--- src/rtl/dma_pkg.sv ---
// Shared types and bus field widths for the burst DMA engine.
package dma_pkg;
    localparam int DATA_W  = 32;
    localparam int BE_W    = 4;
    localparam int BSIZE_W = 8;
    localparam int LEN_W   = 9;

    typedef enum logic [2:0] {
        IDLE, FILL, REQ, HSHAKE, WDATA, RDATA, END, DONE
    } dma_state_t;

    typedef enum logic {
        MODE_WRITE = 1'b0,
        MODE_READ  = 1'b1
    } dma_mode_t;
endpackage

--- src/rtl/dma_burst_fifo.sv ---
// Burst staging FIFO: head visible combinationally, push/pop in the same cycle allowed.
// Push is dropped when full, pop when empty; flush empties it in one cycle.
module dma_burst_fifo
    import dma_pkg::*;
#(
    parameter int DEPTH = 16
) (
    input  logic              i_clk,
    input  logic              i_rst,
    input  logic              i_push,
    input  logic              i_pop,
    input  logic              i_flush,
    input  logic [DATA_W-1:0] i_dat,
    output logic [DATA_W-1:0] o_dat,
    output logic              o_full,
    output logic              o_empty
);
    localparam int AW = (DEPTH > 1) ? $clog2(DEPTH) : 1;

    logic [DATA_W-1:0] r_mem [DEPTH];
    logic [AW-1:0]     r_wp;
    logic [AW-1:0]     r_rp;
    logic [AW:0]       r_cnt;
    logic              w_push;
    logic              w_pop;

    assign w_push  = i_push && !o_full;
    assign w_pop   = i_pop && !o_empty;
    assign o_empty = (r_cnt == '0);
    assign o_full  = (r_cnt == (AW+1)'(DEPTH));
    assign o_dat   = r_mem[r_rp];

    function automatic logic [AW-1:0] next_ptr(input logic [AW-1:0] p);
        return (p == AW'(DEPTH - 1)) ? '0 : p + 1'b1;
    endfunction

    always_ff @(posedge i_clk or posedge i_rst) begin
        if (i_rst) begin
            r_wp  <= '0;
            r_rp  <= '0;
            r_cnt <= '0;
        end else if (i_flush) begin
            r_wp  <= '0;
            r_rp  <= '0;
            r_cnt <= '0;
        end else begin
            if (w_push) r_wp <= next_ptr(r_wp);
            if (w_pop)  r_rp <= next_ptr(r_rp);
            case ({w_push, w_pop})
                2'b10:   r_cnt <= r_cnt + 1'b1;
                2'b01:   r_cnt <= r_cnt - 1'b1;
                default: r_cnt <= r_cnt;
            endcase
        end
    end

    always_ff @(posedge i_clk) begin
        if (w_push && !i_flush) r_mem[r_wp] <= i_dat;
    end
endmodule

--- src/rtl/burst_dma.sv ---
// Multi-word DMA between local buffer and shared bus, split into bursts of at most MAX_BURST.
// Write bursts stage len+1 cycles in the FIFO before requesting; busyIN holds the FIFO head.
module burst_dma
    import dma_pkg::*;
#(
    parameter int BUF_AW    = 9,
    parameter int MAX_BURST = 16,
    parameter int CNT_W     = 10
) (
    input  logic               clock,
    input  logic               reset,
    input  logic               start_write,
    input  logic               start_read,
    input  logic [31:0]        bus_address,
    input  logic [BUF_AW-1:0]  buf_start,
    input  logic [CNT_W-1:0]   word_count,
    input  logic [BE_W-1:0]    byte_enable,
    output logic               idle,
    output logic               done,
    output logic               error,
    output logic [BUF_AW-1:0]  bufferAddress,
    output logic [DATA_W-1:0]  dataIn,
    output logic               writeEnable,
    input  logic [DATA_W-1:0]  dataOut,
    input  logic [DATA_W-1:0]  address_dataIN,
    input  logic               end_transactionIN,
    input  logic               data_validIN,
    input  logic               busyIN,
    input  logic               errorIN,
    output logic [DATA_W-1:0]  address_dataOUT,
    output logic [BE_W-1:0]    byte_enableOUT,
    output logic [BSIZE_W-1:0] burst_sizeOUT,
    output logic               read_n_writeOUT,
    output logic               begin_transactionOUT,
    output logic               end_transactionOUT,
    output logic               data_validOUT,
    output logic               busyOUT,
    output logic               request,
    input  logic               granted
);
    dma_state_t        r_state;
    dma_mode_t         r_mode;
    logic [31:0]       r_addr;
    logic [BUF_AW-1:0] r_ptr;
    logic [CNT_W-1:0]  r_rem;
    logic [BE_W-1:0]   r_be;
    logic [LEN_W-1:0]  r_cnt;
    logic              r_pend;
    logic              r_err;

    logic [LEN_W-1:0]  w_len;
    logic              w_issue;
    logic              w_err_hit;
    logic              w_pop;
    logic [DATA_W-1:0] w_fifo_dat;
    logic              w_fifo_full;
    logic              w_fifo_empty;

    always_comb begin
        w_len = LEN_W'(r_rem);
        if (32'(r_rem) > MAX_BURST) w_len = LEN_W'(MAX_BURST);
    end

    assign w_issue   = (r_state == FILL) && (r_cnt < w_len);
    assign w_err_hit = errorIN && ((r_state == REQ) || (r_state == HSHAKE) ||
                                   (r_state == WDATA) || (r_state == RDATA));
    assign w_pop     = (r_state == WDATA) && !busyIN && !errorIN && !w_fifo_empty;

    dma_burst_fifo #(.DEPTH(MAX_BURST)) u_fifo (
        .i_clk   (clock),
        .i_rst   (reset),
        .i_push  (r_pend && !w_fifo_full),
        .i_pop   (w_pop),
        .i_flush (w_err_hit),
        .i_dat   (dataOut),
        .o_dat   (w_fifo_dat),
        .o_full  (w_fifo_full),
        .o_empty (w_fifo_empty)
    );

    always_ff @(posedge clock or posedge reset) begin
        if (reset) begin
            r_state <= IDLE;
            r_mode  <= MODE_WRITE;
            r_addr  <= '0;
            r_ptr   <= '0;
            r_rem   <= '0;
            r_be    <= '0;
            r_cnt   <= '0;
            r_pend  <= 1'b0;
            r_err   <= 1'b0;
        end else begin
            case (r_state)
                IDLE: if (start_write || start_read) begin
                    r_mode <= start_write ? MODE_WRITE : MODE_READ;
                    r_addr <= bus_address;
                    r_ptr  <= buf_start;
                    r_rem  <= word_count;
                    r_be   <= byte_enable;
                    r_cnt  <= '0;
                    r_pend <= 1'b0;
                    r_err  <= 1'b0;
                    if (word_count == '0) r_state <= DONE;
                    else                  r_state <= start_write ? FILL : REQ;
                end
                // Buffer data lags its address by one cycle, so FILL ends on the last push.
                FILL: begin
                    r_pend <= w_issue;
                    if (w_issue) begin
                        r_ptr <= r_ptr + 1'b1;
                        r_cnt <= r_cnt + 1'b1;
                    end else if (r_pend) begin
                        r_cnt   <= '0;
                        r_state <= REQ;
                    end
                end
                REQ: if (errorIN) begin
                    r_err   <= 1'b1;
                    r_state <= DONE;
                end else if (granted) begin
                    r_state <= HSHAKE;
                end
                HSHAKE: if (errorIN) begin
                    r_err   <= 1'b1;
                    r_state <= DONE;
                end else begin
                    r_cnt   <= '0;
                    r_state <= (r_mode == MODE_WRITE) ? WDATA : RDATA;
                end
                WDATA: if (errorIN) begin
                    r_err   <= 1'b1;
                    r_state <= DONE;
                end else if (!busyIN) begin
                    r_cnt <= r_cnt + 1'b1;
                    if (r_cnt == w_len - LEN_W'(1)) r_state <= END;
                end
                RDATA: if (errorIN) begin
                    r_err   <= 1'b1;
                    r_state <= DONE;
                end else begin
                    if (data_validIN)      r_ptr   <= r_ptr + 1'b1;
                    if (end_transactionIN) r_state <= END;
                end
                END: begin
                    r_addr <= r_addr + 32'({w_len, 2'b00});
                    r_rem  <= r_rem - CNT_W'(w_len);
                    r_cnt  <= '0;
                    r_pend <= 1'b0;
                    if (r_rem != CNT_W'(w_len))
                        r_state <= (r_mode == MODE_WRITE) ? FILL : REQ;
                    else
                        r_state <= DONE;
                end
                DONE: begin
                    r_err   <= 1'b0;
                    r_state <= IDLE;
                end
                default: r_state <= IDLE;
            endcase
        end
    end

    assign idle                 = (r_state == IDLE);
    assign done                 = (r_state == DONE);
    assign error                = done && r_err;
    assign request              = (r_state == REQ) && !granted;
    assign bufferAddress        = (w_issue || (r_state == RDATA)) ? r_ptr : '0;
    assign writeEnable          = (r_state == RDATA) && data_validIN && !errorIN;
    assign dataIn               = writeEnable ? address_dataIN : '0;
    assign begin_transactionOUT = (r_state == HSHAKE);
    assign address_dataOUT      = (r_state == HSHAKE) ? r_addr :
                                  (r_state == WDATA)  ? w_fifo_dat : '0;
    assign byte_enableOUT       = (r_state == HSHAKE) ? r_be : '0;
    assign burst_sizeOUT        = (r_state == HSHAKE) ? BSIZE_W'(w_len - LEN_W'(1)) : '0;
    assign read_n_writeOUT      = (r_state == HSHAKE) && (r_mode == MODE_READ);
    assign end_transactionOUT   = ((r_state == END) && (r_mode == MODE_WRITE)) || w_err_hit;
    assign data_validOUT        = (r_state == WDATA);
    assign busyOUT              = 1'b0;
endmodule

--- config.mk ---
export PLATFORM = sky130hd
export DESIGN_NAME = burst_dma
export DESIGN_NICKNAME = d
export VERILOG_FILES = /design/src/rtl/dma_pkg.sv /design/src/rtl/dma_burst_fifo.sv /design/src/rtl/burst_dma.sv
export SDC_FILE = /design/constraint.sdc
export NUM_CORES = 1
export LEC_CHECK = 0
export CAP_MARGIN = 20
export CORE_MARGIN = 1.5
export CORE_UTILIZATION = 53
export DETAILED_ROUTE_END_ITERATION = 12
export MAX_ROUTING_LAYER = met4
export PLACE_DENSITY = 0.85
export SYNTH_ARGS = -nofsm -noshare
export SYNTH_HDL_FRONTEND = slang
export SYNTH_SLANG_ARGS = --single-unit
export TNS_END_PERCENT = 50
--- constraint.sdc ---
create_clock -name clock -period 5.68 [get_ports clock]
set_input_delay 0.568 -clock clock [delete_from_list [all_inputs] [get_ports clock]]
set_output_delay 0.568 -clock clock [all_outputs]
set_load 0.005 [all_outputs]
==> metrics.txt <==
status complete, no violations; Reg power frac 45.4%; Final Hold Viols 0; fin nets 1897; Comb pwr share 24.7%; fmax 0.1952 GHz; Sw Pwr 3.830 mW; initial DRC count about 2200; clock buffer depth 3; peak supply drop about 260 uV; largest net degree at the start of global routing 69; initial antenna violation count 6; Mean Syn Cell Area 17.03 um^2; detailed-router iteration count before antenna repair 5; Max Fanout on Critical Path 12; area delta synth->final 18.98%; Die X 222.3 um; first-pass GRT wire length 106800 um; most frequent cells in the layout edfxtp_1 (512), clkdlybuf4s50_1 (221), mux4_2 (160), nand2_1 (96), dfrtp_1 (79); fin util 63.66%; Final Max Tran Viols 0; Avg WL per Cell 30.60 um; Antenna Nets Post-Route 0; Final setup viols 0; Post-route DRC 0; die height around 220 um; type of origin of the critical path flop; CP Class flop to output port; final WL 73510 um; fin crit period 5.123 ns; Async SR Flop Fraction 13.95%; Required @ worst endpoint slightly above 5 ns; CTS root buf clkbuf_16; Vias/cell 6.659; row count 80; total power 12.45 mW; RePlAce Congestion roughly 0.93; GRT Util Overall between 30% and 40%; Unique masters post-synth 77; aggregate global routing overflow 0; Clk pwr share 30.0%; Num CTS Buffers 56; RSZ-0062 raised after global routing false; fraction of layout cells with a size suffix above 1 17.75%; Skew-Pair Late Insertion Delay between 0.6 and 0.7 ns; clock skew 0.02485 ns; period utilization between 90 and 100%; Pint 8.623 mW; DPL Wire Length roughly 45000 um; pwr dens 410.5 mW/mm^2; clock-pin slew on the worst setup and hold paths 0.07 ns; vias in the first global route 16000; die area 0.04942 mm^2; max_cap viols 0; critical path endpoint category output port; #FFs+latches synth between 500 and 600; Fin Setup TNS 0 ns; Syn Std Cell Area ~0.025 mm^2; buffers added on ports 221; Synth Flop Type edfxtp_1; leakage power 10.00 nW; EDFF count, synth 512; sequential share of the synthesized area 68.46%; commonest non-fill, non-tap cell in the layout edfxtp_1; Clock Sinks 595; crit path DAT 4.56 ns; Hold Crit Class primary input to async pin; Synth Instances 1497; H-tree depth 2; I/O pins approximately 220; core footprint 0.04765 mm^2; measured slew at the worst slew-check pin 1.048 ns; Slew HR 29.97%; post-cts sizing count 0; DR vias 15996; setup bufs post-CTS 0; switching share of power 30.76%; initial core utilization 53.51%; CTS tree yes; hold_buf cts 0; Syn. warnings 0
-- registers in the layout (all words and copies together) (netlist names) --
register      count
r_err             1
r_pend            1
u_fifo.r_mem    512
r_cnt             9
r_rem            10
r_ptr             9
u_fifo.r_cnt      5
r_mode            1
r_state           3
r_be              4
u_fifo.r_rp       4
r_addr           32
u_fifo.r_wp       4
-- kinds of logic after synthesis --
family / Yosys count / share of synthesized area (%)
multiplexers: 166 / 14.37
AND/OR/NAND/NOR: 327 / 6.297
flip-flops: 595 / 68.46
adder cells (fa/ha/maj): 33 / 1.679
AO/OA/AOI/OAI: 244 / 6.503
XOR/XNOR: 18 / 0.6184
buffers and inverters: 112 / 2.047
other: 2 / 0.02946
-- area by class of cell --
type | count | area [um^2]
diodes | 7 | 17.52
well taps | 615 | 769.5
fillers | 3152 | 17310
inverters | 29 | 110.1
repair buffers | 256 | 2500
clock buffers | 68 | 1468
clock inverters | 34 | 325.3
flip-flops and latches | 595 | 17460
multi-input cells | 798 | 7681
-- metal layers --
metal | up-vias | routed length (um) | track usage (%)
met4 | 0 | 4095 | 15.97
met5 | - | 0 | -
met1 | 8112 | 25510 | 36.80
li1 | 6466 | - | -
met2 | 1191 | 36590 | 50.28
met3 | 227 | 7316 | 6.215
-- power by group through the flow --
stage,clock network [mW],logic [mW],registers (mW)
floorplan,0,1.96,5.46
global placement,0,2.91,5.67
detailed placement,0,3.00,5.70
CTS,3.74,3.04,5.63
global route,3.89,3.28,5.68
finish,3.73,3.07,5.65
-- critical path, cell delays in order (launching register included) --
cell	delay (ns)
dfrtp_1	0.44
nor3_1	0.42
and2_1	0.48
nand2_1	0.13
ha_1	0.31
a2111oi_0	0.44
a21o_1	0.27
nand2_1	0.12
a21oi_1	0.60
and2_1	0.23
clkdlybuf4s50_1	0.50
-- path summary, 6_finish.rpt --
| check | endpoint | start | cells past startpoint | slack, ns |
|---|---|---|---|---|
| max reg2reg | u_fifo.r_cnt[4] | r_state[2] | 12 | 1.85 |
| min reg2reg | r_be[2] | r_be[2] | 2 | 0.47 |
| min in group clock | r_be[2] | r_be[2] | 2 | 0.47 |
| min | u_fifo.r_rp[0] | reset | 2 | 0.21 |
| max | bufferAddress[8] | r_rem[5] | 10 | 0.56 |
| max in group asynchronous | r_addr[3] | reset | 3 | 4.26 |
-- per-stage QoR --
step,worst slack [ns],instances,hold slack (ns),cell area [um^2]
floorplan,1.650,1505,0.4374,25520
global placement,1.358,2292,0.4513,28510
detailed placement,1.283,2292,0.4575,28510
CTS,0.6081,2394,0.2032,30310
global route,0.2484,2401,0.2298,30330
finish,0.5568,2402,0.2103,30330
-- synth_stat cells (13+ instances only) --
| library cell | count | area [um^2] |
|---|---|---|
| dfrtp_1 | 83 | 2077 |
| o21ai_0 | 32 | 160.2 |
| xor2_1 | 13 | 113.9 |
| mux4_2 | 160 | 3603 |
| a22o_1 | 36 | 315.3 |
| o22ai_1 | 18 | 112.6 |
| a31oi_1 | 13 | 81.33 |
| inv_1 | 24 | 90.09 |
| and2_1 | 50 | 312.8 |
| edfxtp_1 | 512 | 15370 |
| nand3_1 | 17 | 85.08 |
| a21oi_1 | 55 | 275.3 |
| clkbuf_1 | 50 | 187.7 |
| nor2_1 | 87 | 326.6 |
| nand2_1 | 96 | 360.4 |
| ha_1 | 31 | 387.9 |
| nor3_1 | 27 | 135.1 |
Note: power is estimated with default switching activity, not from simulation.
